--- src/rtl/dmem_arbiter.sv ---
// Two-port arbiter/sequencer for a shared 1024x32 data memory.
// Every transaction takes IDLE -> ACCESS -> DONE, so request-to-ack latency is fixed at two cycles.
module dmem_arbiter #(
  parameter int ADDR_BITS  = 12,
  parameter bit FIXED_PRIO = 1'b0
) (
  input  logic        clk,
  input  logic        reset,
  input  logic        a_req,
  input  logic        a_we,
  input  logic [31:0] a_addr,
  input  logic [31:0] a_wdata,
  output logic        a_ack,
  output logic        a_err,
  output logic [31:0] a_rdata,
  input  logic        b_req,
  input  logic        b_we,
  input  logic [31:0] b_addr,
  input  logic [31:0] b_wdata,
  output logic        b_ack,
  output logic        b_err,
  output logic [31:0] b_rdata,
  output logic [31:0] mem_addr,
  output logic [31:0] mem_wdata,
  output logic        mem_wr_en,
  output logic        mem_rd_en,
  input  logic [31:0] mem_rdata,
  output logic        busy,
  output logic [1:0]  state_dbg
);

  // Handshake: a requester raises x_req with x_we/x_addr/x_wdata stable and holds
  // them until the single-cycle x_ack; x_err/x_rdata are meaningful only with x_ack.
  typedef enum logic [1:0] {
    IDLE   = 2'd0,
    ACCESS = 2'd1,
    DONE   = 2'd2
  } state_t;

  state_t      state, state_nxt;
  logic        last_grant;  // 0 = A, 1 = B
  logic        gnt_q;
  logic        we_q;
  logic        err_q;
  logic [31:0] addr_q;
  logic [31:0] wdata_q;
  logic [31:0] rdata_q;

  logic        take;
  logic        grant_b;
  logic [31:0] sel_addr;
  logic        sel_err;

  // On a tie, round-robin hands the grant to whichever port did not win last.
  always_comb begin
    take     = a_req | b_req;
    grant_b  = b_req & (~a_req | (~FIXED_PRIO & ~last_grant));
    sel_addr = grant_b ? b_addr : a_addr;
    sel_err  = ((sel_addr >> ADDR_BITS) != 32'd0) | (sel_addr[1:0] != 2'b00);
  end

  always_comb begin
    state_nxt = state;
    case (state)
      IDLE:    if (take) state_nxt = ACCESS;
      ACCESS:  state_nxt = DONE;
      DONE:    state_nxt = IDLE;
      default: state_nxt = IDLE;
    endcase
  end

  always_ff @(posedge clk or negedge reset) begin
    if (!reset) begin
      state      <= IDLE;
      last_grant <= 1'b1;
      gnt_q      <= 1'b0;
      we_q       <= 1'b0;
      err_q      <= 1'b0;
      addr_q     <= 32'd0;
      wdata_q    <= 32'd0;
      rdata_q    <= 32'd0;
    end else begin
      state <= state_nxt;
      case (state)
        IDLE: begin
          if (take) begin
            gnt_q   <= grant_b;
            we_q    <= grant_b ? b_we : a_we;
            addr_q  <= sel_addr;
            wdata_q <= grant_b ? b_wdata : a_wdata;
            err_q   <= sel_err;
          end
        end
        ACCESS:  rdata_q <= (we_q | err_q) ? 32'd0 : mem_rdata;
        DONE:    last_grant <= gnt_q;
        default: ;
      endcase
    end
  end

  // Enables are decoded from state alone, so an async reset in ACCESS kills a write at once.
  always_comb begin
    mem_addr  = 32'd0;
    mem_wdata = 32'd0;
    mem_wr_en = 1'b0;
    mem_rd_en = 1'b0;
    a_ack     = 1'b0;
    a_err     = 1'b0;
    a_rdata   = 32'd0;
    b_ack     = 1'b0;
    b_err     = 1'b0;
    b_rdata   = 32'd0;
    case (state)
      ACCESS: begin
        mem_addr  = addr_q;
        mem_wdata = wdata_q;
        mem_wr_en = we_q & ~err_q;
        mem_rd_en = ~we_q & ~err_q;
      end
      DONE: begin
        if (gnt_q) begin
          b_ack   = 1'b1;
          b_err   = err_q;
          b_rdata = rdata_q;
        end else begin
          a_ack   = 1'b1;
          a_err   = err_q;
          a_rdata = rdata_q;
        end
      end
      default: ;
    endcase
  end

  assign busy      = (state != IDLE);
  assign state_dbg = state;

endmodule
--- config.mk ---
export PLATFORM = sky130hd
export DESIGN_NAME = dmem_arbiter
export DESIGN_NICKNAME = d
export VERILOG_FILES = /design/src/rtl/dmem_arbiter.sv
export SDC_FILE = /design/constraint.sdc
export NUM_CORES = 1
export LEC_CHECK = 0
export CORE_AREA = 2 2 125 127
export CTS_BUF_LIST = sky130_fd_sc_hd__clkbuf_8
export DETAILED_ROUTE_END_ITERATION = 10
export DIE_AREA = 0 0 127 129
export PLACE_DENSITY = 0.81
export SKIP_LAST_GASP = 1
export SLEW_MARGIN = 25
export SYNTH_ARGS = -nofsm -noshare
export SYNTH_HDL_FRONTEND = slang
export SYNTH_SLANG_ARGS = --single-unit
--- constraint.sdc ---
create_clock -name clk -period 1.3 [get_ports clk]
set_input_delay 0.26 -clock clk [delete_from_list [all_inputs] [get_ports clk]]
set_output_delay 0.26 -clock clk [all_outputs]
set_load 0.02 [all_outputs]
=== After elaboration in Yosys (flattened, before gate mapping) ===
Cells that the tools add are included.

* Equality and inequality tests: 3
* Mux-type cells: 22
* Bitwise logic cells: 11
* Reductions and logical operators: 5

{| class="wikitable"
|+ Operators with widths
! cell !! number
|-
| 32-bit 2-to-1 mux || 9
|-
| 32-bit nonzero test || 1
|-
| 1-bit 2-to-1 mux || 11
|-
| 1-bit NOT || 4
|-
| 1-bit bitwise OR || 4
|-
| 2-bit case mux with 2 select lines || 1
|-
| 2-bit nonzero test || 2
|-
| 1-bit AND || 3
|-
| 2-bit by 1-bit equality test with 1-bit output, second input constant || 1
|-
| 2-bit equality test, second input constant || 1
|-
| 2-bit logical NOT || 1
|-
| 2-bit 2-to-1 mux || 1
|-
| 2-bit != test, second input constant || 1
|-
| 2-bit AND reduction || 1
|}

* Bits in registers: 102
* Bits of input ports: 166
* Word-level logic and storage cells: 49

=== Depth between registers and ports, before layout ===
* Depth after elaboration: 6
* Depth in mapped cells: 6

=== Worst setup path before layout ===
No wires, ideal clock.

* Path type: register -> output
* Start point: register state[1], in the netlist state_dbg[1]
* End point: output port mem_wr_en
* Data arrival time: 1537 ps
* Slack: -497 ps
* Stages on the path, launching flop included: 5
* Cell sequence: dfrtp_1 > nand2b_1 > buf_2 > clkbuf_1 > nor3b_1

* Longest elaborated chain between the ends: 2

{| class="wikitable"
|+ RTL lines
! item !! RTL line !! text
|-
| start, declared || 40 || <nowiki>state_t state, state_nxt;</nowiki>
|-
| start signal, assigned || 83 || <nowiki>state <= state_nxt;</nowiki>
|-
| 2-bit by 1-bit equality test with 1-bit output || 113 || <nowiki>case (state)</nowiki>
|-
| 1-bit 2-to-1 mux || 113 ||
|-
| end, declared || 25 || <nowiki>output logic mem_wr_en,</nowiki>
|}

Every way passes these cells.

=== Final worst setup path ===
* Start point: register state[0], in the netlist state_dbg[0]
* End point: output port mem_wdata[20]

* Longest elaborated chain between the ends: 2

{| class="wikitable"
|+ RTL lines
! item !! RTL line !! text
|-
| 2-bit by 1-bit equality test with 1-bit output || 113 ||
|-
| 32-bit 2-to-1 mux || 113 ||
|-
| end, declared || 24 || <nowiki>output logic [31:0] mem_wdata,</nowiki>
|}

Every way passes these cells.

==> impl_metrics.ini <==
[detailed_routing]
via_per_inst = 4.87
drt-initial-drc-count = 186
vias = 5339
finalWirelength_um = 19700
route.detailed.drc = 0
drt_first_pass_iters = 4
wire_per_inst_um = 17.9
ant_nets = 0

[die]
io_pins = 303
die_w_um = 127
die_h_um = 129
dieArea_um2 = 16400
initial_utilization = 0.356
row_count = 45
fp.coreArea_um2 = 15000

[cts]
cts_tree = yes
clock_latency_ns = 0.38
cts_buffers = 9
numClockSinks = 102
htreeDepth = 3
clockRootBuffer = clkbuf_8
clk_pin_slew_ns = 0.10
cts_buffer_depth = 2

[global_route]
grt_pass1_vias = 5029
overflow = 0
antenna_found_initial = 0
grt_max_degree = 67
grt_pass1_wl_um = 26500
track_usage = 0.208

[cells_and_area]
antenna_cells = 0
syn_to_final_growth_pct = 90.3
final_nets = 1070
layout_commonest_cell = clkdlybuf4s50_1
final_cell_mix = clkdlybuf4s50_1 (164), and2_4 (108), dfrtp_1 (99), buf_4 (86), nor2_1 (69)
final_cells = 1096
layout-drive-gt1-share = 0.426

[synth]
yosysWarnings = 0
syn_nets = 702
synthCells = 536
synth.distinct_cells = 29
synth_flop_cell = dfrtp_1
synthTopCellsByArea = dfrtp_1 (47%), and2_1 (15%), mux2i_1 (12%), a21oi_1 (6.1%), a22o_1 (5.3%)
ys_ff_latch = 102
async_flop_share = 1.00
synthesis.area_um2 = 5330
synth_edf_count = 0
yosysTopAreaCell = dfrtp_1
synth_top_area_share = 0.474
synth_seq_area_share = 0.479
syn_area_per_cell_um2 = 9.95

[sta]
rsz0062_at_grt = true
min_period_over_period = 1.50
fin_setup_tns_ns = -100.08
fin_skew_ns = 0.0129
layout_setup_ws_ns = -0.646
slew_headroom = 0.711
slew_violations = 0
finalSetupViolCount = 237
worstMarginPinSlew_ns = 0.429
layout_min_cycle_time_ns = 1.95
hold_viol = 0
fmax_mhz = 514

[worst_setup_path]
r2r_end = addr_q[9]
path_max_fanout = 13
path_cells = buf_4 -> nand2b_4 -> inv_8 -> bufbuf_16 -> and2_4 -> buf_4
startpoint = state_dbg[0]
cpMaxStageDelayCell = dfrtp_2
path_class = flip-flop to output port
worstPathArrival_ns = 1.69
cp_common_cell = buf_4
r2r_start = state_dbg[1]
setup.worst_path.end = mem_wdata[20]
cp_slowest_stage_delay_ns = 0.41
end_kind = output port
crit_required_ns = 1.04
start_kind = flip-flop
r2r_cells = 8
reg2reg_slack_ns = -0.37

[placed_design]
dp.cells = 1043
port-buffer-count = 302
dp_hpwl_um = 13000
routabilityCongestion = 0.821
dpl_worst_slack_ns = -0.619

[run_status]
violations = setup timing
outcome = finished, violations left

[power]
power.density_nw_per_um2 = 1740
power.leakage_nw = 4.71
ir_worst_vdd_mv = 0.981

[worst_hold_path]
hold_class = input pin to asynchronous set/reset pin

[job]
maxCapViolCount = 0
==> worst max-delay path: cells and delay by family (launching register included) <==
family	cells	cell delay [ns]
buf+inv	4	0.64
flops	1	0.41
simple gates	2	0.26
==> through the flow <==
stage / cell area (um2) / power [mW] / hold slack, ns / utilization
after detailed placement: 9230 / 13.8 / 0.188 / 0.616
after global routing: 10100 / 18.7 / 0.364 / 0.678
after CTS: 9520 / 15.8 / 0.321 / 0.636
final: 10100 / 17.7 / 0.339 / 0.678
after floorplan: 5720 / 10.3 / -0.0356 / -
after global placement: 9230 / 13.7 / 0.185 / 0.616
==> synthesized netlist by cell type (all sizes together) (2+ instances only) <==
| cell type | count |
|---|---|
| a22o | 32 |
| nand4 | 2 |
| buf | 34 |
| mux2i | 65 |
| and2 | 130 |
| inv | 2 |
| nor4 | 10 |
| o21ai | 2 |
| nand2 | 2 |
| dfrtp | 101 |
| nand2b | 2 |
| nor2 | 72 |
| clkbuf | 8 |
| a21oi | 65 |
==> power breakdown <==
group	switching (mW)	total, mW	internal [mW]
Clock	1.09	1.82	0.726
Combinational	5.10	11.0	5.94
Sequential	0.607	4.85	4.24
Total	6.80	17.7	10.9
==> flip-flops by register name, summed over array words and instances, names as in the netlist <==
signal and flops:
addr_q 32, we_q 1, rdata_q 32, last_grant 1, state_dbg 2, wdata_q 32, gnt_q 1, err_q 1
==> logic make-up (layout without fill, tap and decap cells) <==
kind of cell,after synthesis,count (layout),synth area share
simple gates,223,223,0.231
compound gates,102,102,0.119
flops,102,102,0.479
mux,65,65,0.122
buf+inv,44,416,0.0490
==> area by class of cell <==
class	count	area (um2)
fill	1175	4830
timing repair buffer	399	4300
multi-input combinational	390	2870
sequential	102	2560
tap	188	235
clock buffer	10	138
clock inverter	5	28.8
inverter	2	15.0
==> worst min-delay path by stage <==
| stage | from | to | depth (start not counted) |
|---|---|---|---|
| floorplan | reset | addr_q[0] | 0 |
| global placement | reset | addr_q[21] | 1 |
| detailed placement | reset | addr_q[21] | 1 |
| CTS | reset | addr_q[21] | 2 |
| global route | reset | addr_q[21] | 2 |
| finish | reset | addr_q[21] | 2 |
==> routing by layer <==
layer	up-vias	wire length (um)	GRT usage
met1	2536	7640	0.241
met5	-	0	0
met4	0	396	0.0711
met3	25	1320	0.0582
met2	216	10300	0.373
li1	2562	-	-
==> repair_timing <==
item / 4_1_cts / 5_1_grt
gates cloned: 3 / 19
buffers inserted: 6 / 11
hold endpoints to repair: 17 / 0
hold buffers: 1 / 0
pin swaps: 1 / 12
endpoints found under the setup margin: 237 / 238
resized for setup: 619 / 104
Note: power is estimated with default switching activity, not from simulation.
